===== config.mk =====
export PLATFORM = sky130hd
export DESIGN_NAME = bcd_serial_alu
export DESIGN_NICKNAME = d
export VERILOG_FILES = /design/src/rtl/bcd_serial_alu.sv
export SDC_FILE = /design/constraint.sdc
export NUM_CORES = 1
export LEC_CHECK = 0
export ABC_CLOCK_PERIOD_IN_PS = 4100
export BUFFER_PORTS_ARGS = -buffer_cell sky130_fd_sc_hd__buf_2
export CORE_MARGIN = 2
export CORE_UTILIZATION = 53
export DETAILED_ROUTE_END_ITERATION = 10
export PLACE_DENSITY_LB_ADDON = 0.05
export SETUP_SLACK_MARGIN = 0.15
export SYNTH_ARGS = -nofsm -noshare
export SYNTH_HDL_FRONTEND = slang
export SYNTH_SLANG_ARGS = --single-unit

===== constraint.sdc =====
create_clock -name clk -period 4.1 [get_ports clk]
set_clock_uncertainty 0.15 [all_clocks]
set_input_delay 0 -clock clk [delete_from_list [all_inputs] [get_ports clk]]
set_output_delay 0 -clock clk [all_outputs]
set_load 0.01 [all_outputs]

===== src/rtl/bcd_serial_alu.sv =====
// Digit-serial packed-BCD ALU: decimal add, sign/magnitude subtract and digit shifts,
// one BCD digit per clock, behind valid/ready request and result ports.
module bcd_serial_alu #(
  parameter int unsigned DIGITS = 4
) (
  input  logic                  clk,
  input  logic                  reset_n,
  input  logic                  in_valid,
  output logic                  in_ready,
  input  logic [2:0]            op,
  input  logic [4*DIGITS-1:0]   operand_a,
  input  logic [4*DIGITS-1:0]   operand_b,
  output logic [4*DIGITS-1:0]   result,
  output logic                  flag,
  output logic                  err,
  output logic                  out_valid,
  input  logic                  out_ready,
  output logic                  busy
);

  localparam int unsigned W  = 4 * DIGITS;
  localparam int unsigned CW = $clog2(DIGITS + 1);

  localparam logic [1:0] OP_ADD = 2'b00;
  localparam logic [1:0] OP_SUB = 2'b01;
  localparam logic [1:0] OP_SHL = 2'b10;

  typedef enum logic [1:0] {IDLE, RUN, FIX, DONE} state_e;

  state_e         state_q, state_d;
  logic [1:0]     op_q, op_d;
  logic [W-1:0]   a_q, a_d, b_q, b_d, res_q, res_d;
  logic           carry_q, carry_d;
  logic           acc_q, acc_d;
  logic           bad_q, bad_d;
  logic           shen_q, shen_d;
  logic [CW-1:0]  cnt_q, cnt_d, last_q, last_d;
  logic           in_ready_q, in_ready_d, out_valid_q, out_valid_d, busy_q, busy_d;
  logic [W-1:0]   result_q, result_d;
  logic           flag_q, flag_d, err_q, err_d;

  // Digit adder shared by the RUN and FIX passes
  logic [3:0]     add_x, add_y, dig;
  logic [4:0]     sum;
  logic           cout;
  logic [CW-1:0]  n_c;
  logic           is_shift_c;

  // True if any of the lowest nd digits of v is not a BCD digit
  function automatic logic nib_bad(input logic [W-1:0] v, input int unsigned nd);
    logic bad;
    bad = 1'b0;
    for (int unsigned i = 0; i < DIGITS; i++) begin
      if (i < nd && v[4*i +: 4] > 4'd9) bad = 1'b1;
    end
    return bad;
  endfunction

  // Decimal digit add with >9 correction; FIX pass adds the 9's complement of the result digit
  always_comb begin
    add_x = (state_q == FIX) ? 4'(4'd9 - res_q[3:0]) : a_q[3:0];
    add_y = (state_q == FIX) ? 4'd0 :
            (op_q == OP_SUB) ? 4'(4'd9 - b_q[3:0]) : b_q[3:0];
    sum   = 5'(add_x) + 5'(add_y) + 5'(carry_q);
    cout  = (sum > 5'd9);
    dig   = cout ? 4'(sum - 5'd10) : sum[3:0];
  end

  // Next-state, datapath and output logic
  always_comb begin
    state_d    = state_q;
    op_d       = op_q;
    a_d        = a_q;
    b_d        = b_q;
    res_d      = res_q;
    carry_d    = carry_q;
    acc_d      = acc_q;
    bad_d      = bad_q;
    shen_d     = shen_q;
    cnt_d      = cnt_q;
    last_d     = last_q;
    result_d   = result_q;
    flag_d     = flag_q;
    err_d      = err_q;
    is_shift_c = (op[2:1] == 2'b01);
    n_c        = (32'(operand_b[3:0]) >= DIGITS) ? CW'(DIGITS) : CW'(operand_b[3:0]);

    case (state_q)
      IDLE: begin
        if (in_valid && in_ready_q) begin
          op_d    = op[1:0];
          a_d     = operand_a;
          b_d     = operand_b;
          cnt_d   = '0;
          carry_d = (op == 3'b001);
          acc_d   = 1'b0;
          if (is_shift_c) begin
            bad_d  = nib_bad(operand_a, 1) | nib_bad(operand_b, 1);
            res_d  = operand_a;
            shen_d = (n_c != '0);
            last_d = (n_c == '0) ? '0 : CW'(n_c - CW'(1));
          end else begin
            bad_d  = op[2] | nib_bad(operand_a, DIGITS) | nib_bad(operand_b, DIGITS);
            res_d  = '0;
            shen_d = 1'b0;
            last_d = CW'(DIGITS - 1);
          end
          state_d = RUN;
        end
      end

      RUN: begin
        if (bad_q) begin
          result_d = '0;
          flag_d   = 1'b0;
          err_d    = 1'b1;
          state_d  = DONE;
        end else if (op_q[1]) begin
          // Digit shift, zero fill, remember any nonzero digit pushed out
          if (shen_q) begin
            if (op_q == OP_SHL) begin
              res_d = res_q << 4;
              acc_d = acc_q | (res_q[W-1 -: 4] != 4'd0);
            end else begin
              res_d = res_q >> 4;
              acc_d = acc_q | (res_q[3:0] != 4'd0);
            end
          end
          cnt_d = CW'(cnt_q + CW'(1));
          if (cnt_q == last_q) begin
            result_d = res_d;
            flag_d   = acc_d;
            err_d    = 1'b0;
            state_d  = DONE;
          end
        end else begin
          a_d     = a_q >> 4;
          b_d     = b_q >> 4;
          res_d   = (res_q >> 4) | (W'(dig) << (W - 4));
          carry_d = cout;
          cnt_d   = CW'(cnt_q + CW'(1));
          if (cnt_q == last_q) begin
            if (op_q == OP_ADD || cout) begin
              result_d = res_d;
              flag_d   = (op_q == OP_ADD) ? cout : 1'b0;
              err_d    = 1'b0;
              state_d  = DONE;
            end else begin
              // Negative difference: re-complement to recover the magnitude
              cnt_d   = '0;
              carry_d = 1'b1;
              state_d = FIX;
            end
          end
        end
      end

      FIX: begin
        res_d   = (res_q >> 4) | (W'(dig) << (W - 4));
        carry_d = cout;
        cnt_d   = CW'(cnt_q + CW'(1));
        if (cnt_q == last_q) begin
          result_d = res_d;
          flag_d   = 1'b1;
          err_d    = 1'b0;
          state_d  = DONE;
        end
      end

      DONE: begin
        if (out_valid_q && out_ready) state_d = IDLE;
      end

      default: state_d = IDLE;
    endcase

    in_ready_d  = (state_d == IDLE);
    out_valid_d = (state_d == DONE);
    busy_d      = (state_d != IDLE);
  end

  // State and datapath registers
  always_ff @(posedge clk or negedge reset_n) begin
    if (!reset_n) begin
      state_q     <= IDLE;
      op_q        <= '0;
      a_q         <= '0;
      b_q         <= '0;
      res_q       <= '0;
      carry_q     <= 1'b0;
      acc_q       <= 1'b0;
      bad_q       <= 1'b0;
      shen_q      <= 1'b0;
      cnt_q       <= '0;
      last_q      <= '0;
      in_ready_q  <= 1'b1;
      out_valid_q <= 1'b0;
      busy_q      <= 1'b0;
      result_q    <= '0;
      flag_q      <= 1'b0;
      err_q       <= 1'b0;
    end else begin
      state_q     <= state_d;
      op_q        <= op_d;
      a_q         <= a_d;
      b_q         <= b_d;
      res_q       <= res_d;
      carry_q     <= carry_d;
      acc_q       <= acc_d;
      bad_q       <= bad_d;
      shen_q      <= shen_d;
      cnt_q       <= cnt_d;
      last_q      <= last_d;
      in_ready_q  <= in_ready_d;
      out_valid_q <= out_valid_d;
      busy_q      <= busy_d;
      result_q    <= result_d;
      flag_q      <= flag_d;
      err_q       <= err_d;
    end
  end

  assign in_ready  = in_ready_q;
  assign out_valid = out_valid_q;
  assign busy      = busy_q;
  assign result    = result_q;
  assign flag      = flag_q;
  assign err       = err_q;

endmodule


==> flow_metrics.py <==
metrics = {
    "floorplanning": {
        "die_h_um": 100,
        "num_io_pins": 60,
        "rows": 35,
        "initial_core_util_pct": 53.8,
        "placeableCoreArea_mm2": 0.00911,
        "die_area_mm2": 0.0100,
        "fp.dieW_um": 100,
    },
    "global_routing": {
        "grt_antenna_before_repair": 0,
        "grt_pass1_vias": 4069,
        "gr-total-overflow": 0,
        "grt_pass1_wl_um": 21100,
        "grt_usage_pct": 26.5,
        "grt_start_max_net_pins": 84,
    },
    "sta": {
        "slew_viol_final": 0,
        "totalNegativeSetupSlack_ns": 0,
        "tightestPinTransition_ns": 1.19,
        "hold_viol": 0,
        "max-slew-margin-rel_pct": 20.5,
        "whs_ns": 0.0502,
        "timing.final.crit_period_ns": 3.75,
        "achievable_clock_frequency_mhz": 266,
        "period_share_pct": 91.5,
        "grt_setup_unrepaired": "false",
        "finalSetupViolCount": 0,
    },
    "synthesis": {
        "synth.top_cell.area_share_pct": 41.8,
        "postSynthRegisterBits": 83,
        "yosysWarnings": 0,
        "syn-num-nets": 604,
        "synthMuxAreaShare_pct": 6.02,
        "synthesis.instances": 550,
        "yosysTopAreaCell": "sky130_fd_sc_hd__dfrtp_1",
        "synth_area_leaders": "sky130_fd_sc_hd__dfrtp_1 42%, sky130_fd_sc_hd__nand2_1 7.1%, sky130_fd_sc_hd__o21ai_0 6.9%, sky130_fd_sc_hd__mux2i_1 5.1%, sky130_fd_sc_hd__a22oi_1 3.7%",
        "synth_top_family_by_area": "compound AO/OA/AOI/OAI gates",
        "synthArstFlopShare_pct": 100,
        "synth_cell_type_count": 56,
        "syn_area_mm2": 0.00490,
        "seq_area_frac_synth_pct": 42.4,
        "synth_edf_count": 0,
        "compound_gate_fraction_of_synth_area_pct": 27.0,
        "yosys.area_share.simple_pct": 14.3,
        "synthesized_area_fraction_occupied_by_adder_cells_pct": 4.13,
        "post_synth_xor_area_fraction_pct": 1.58,
        "postSynthAreaPerCell_um2": 8.92,
        "dominant_register_cell_in_the_synthesized_netlist": "sky130_fd_sc_hd__dfrtp_1",
    },
    "critical_path": {
        "worst_ep_required_time_ns": 4.24,
        "critical_path_arrival_ns": 3.89,
        "cp_slowest_stage_delay_ns": 0.44,
        "critical_path.max_fanout": 14,
        "timing.critical_path.from_type": "flip-flop",
        "critical_path.endpoint_type": "flip-flop",
        "timing.setup.critical_path_class": "reg2reg",
        "critical_path.slowest_cell": "sky130_fd_sc_hd__dfrtp_1",
        "reg2regPathDepth": 14,
        "timing.critical_path.cells": "inv_1, ha_4, buf_6, mux2_2, ha_1, xor2_2, inv_1, ha_1, nand2_1, o31ai_4, o31a_2, a41oi_2, o32ai_1, nor3_1",
    },
    "placed_design": {
        "gp_congestion": 0.875,
        "port_buffers": 59,
        "dp.final_hpwl_um": 8800,
    },
    "run": {
        "maxCapViolations": 0,
    },
    "clock_network": {
        "clk_pin_slew_worst_paths_ns": 0.09,
        "cts.sinks": 83,
        "cts.root.buffer_cell": "sky130_fd_sc_hd__clkbuf_8",
        "htreeDepth": 3,
        "tritoncts": "built",
        "max-clock-path-buffers": 2,
        "clock_latency_ns": 0.37,
        "cts-buffers-inserted": 9,
    },
    "layout": {
        "post_route_utilization_pct": 64.8,
        "layout-drive-gt1-share_pct": 17.6,
        "antenna_cells_inserted": 0,
        "layout_net_count": 687,
        "layout.cells.most_common_list": "93 x sky130_fd_sc_hd__nand2_1, 82 x sky130_fd_sc_hd__dfrtp_1, 67 x sky130_fd_sc_hd__o21ai_0, 58 x sky130_fd_sc_hd__buf_2, 37 x sky130_fd_sc_hd__dlygate4sd3_1",
        "layout.cells.most_common": "sky130_fd_sc_hd__nand2_1",
        "area_growth_syn_to_layout_pct": 20.3,
    },
    "detailed_routing": {
        "drtAntennaViolNets": 0,
        "viasPerCell": 5.92,
        "drc": 0,
        "totalWireLength_um": 12800,
        "detail_route.iter0.violations": 359,
        "route.detailed.wl_per_inst_um": 17.0,
        "dr.pass1.iters": 5,
        "dr_total_vias": 4437,
    },
    "run_status": {
        "outcome": "finished clean",
    },
    "min_path": {
        "min-delay-path-class": "in2reg",
        "min_path_cells": 6,
    },
}
==> worst paths after layout <==
kind	from	endpoint	slack, ns
setup / recovery	state_q[0]	out_valid	0.35
hold / removal	in_valid	state_q[1]	0.05
setup reg to reg	state_q[0]	out_valid	0.35
hold reg to reg	result[6]	result[6]	0.33
max in group asynchronous	reset_n	b_q[14]	2.89
min in group asynchronous	reset_n	state_q[0]	0.18
==> cell usage after synthesis, types with 4 or more instances <==
library cell / count
sky130_fd_sc_hd__nor3_1: 5
sky130_fd_sc_hd__o31ai_1: 4
sky130_fd_sc_hd__a21oi_1: 30
sky130_fd_sc_hd__a221oi_1: 4
sky130_fd_sc_hd__mux2i_1: 25
sky130_fd_sc_hd__nor2_1: 28
sky130_fd_sc_hd__o22ai_1: 10
sky130_fd_sc_hd__nor2b_1: 5
sky130_fd_sc_hd__nand2_1: 93
sky130_fd_sc_hd__a22o_1: 15
sky130_fd_sc_hd__xnor2_1: 5
sky130_fd_sc_hd__dfrtp_1: 82
sky130_fd_sc_hd__o211ai_1: 5
sky130_fd_sc_hd__a41oi_1: 4
sky130_fd_sc_hd__clkbuf_1: 31
sky130_fd_sc_hd__inv_1: 23
sky130_fd_sc_hd__ha_1: 13
sky130_fd_sc_hd__a22oi_1: 24
sky130_fd_sc_hd__nand3b_1: 10
sky130_fd_sc_hd__nand2b_1: 5
sky130_fd_sc_hd__o21ai_0: 68
sky130_fd_sc_hd__mux2_2: 4
sky130_fd_sc_hd__a31oi_1: 8
==> through the flow <==
step / cell area, um^2 / setup WS, ns / instances
6_report: 5900 / 0.347 / 749
3_3_place_gp: 5280 / 0.338 / 694
5_1_grt: 5900 / 0.151 / 749
3_5_place_dp: 5280 / 0.192 / 694
2_1_floorplan: 4910 / 0.152 / 550
4_1_cts: 5850 / 0.173 / 747
==> state kept, by name, indices dropped and copies added, names as in the netlist <==
signal	count
a_q	16
flag	1
err	1
shen_q	1
out_valid	1
result	16
cnt_q	3
last_q	3
res_q	16
op_q	2
b_q	16
bad_q	1
acc_q	1
carry_q	1
in_ready	1
busy	1
state_q	2
==> cells by family after synthesis <==
family / after synthesis
and+or+nand+nor: 158
AOI/OAI and AO/OA: 197
buffers and inverters: 60
muxes: 29
adders and majority gates: 15
DFF: 83
xor gates and xnor gates: 8
==> metal layers <==
layer	share of wire, %	global-route usage, %
met5	0	0
met4	1.6	7.90
met3	6.3	3.76
met2	44	40.2
met1	48	39.6
==> critical path: cells and delay by family (launching register included) <==
kind	cells	cell delay, ns
AO/OA/AOI/OAI	4	0.89
adder cells (fa/ha/maj)	3	0.82
flip-flops	1	0.44
buffers and inverters	3	0.41
multiplexers	1	0.35
XOR/XNOR	1	0.31
AND/OR/NAND/NOR	2	0.31
==> final cells by class <==
cell class | instances | area, um^2
repair buffers | 109 | 769
multi-input cells | 407 | 2630
fillers | 779 | 3210
clock inverters | 7 | 76.3
flip-flops and latches | 83 | 2080
inverters | 23 | 86.3
well taps | 111 | 139
clock buffers | 9 | 124
==> what timing repair did <==
action	in CTS	in global routing
buffers inserted	0	2
gates resized for setup	0	7
hold endpoints to repair	135	0
endpoints found under the setup margin	0	27
hold buffers	37	0
Power is left out: the tool's default activity adds up to more than one toggle a clock period on the data nets, which glitch-free logic cannot reach.
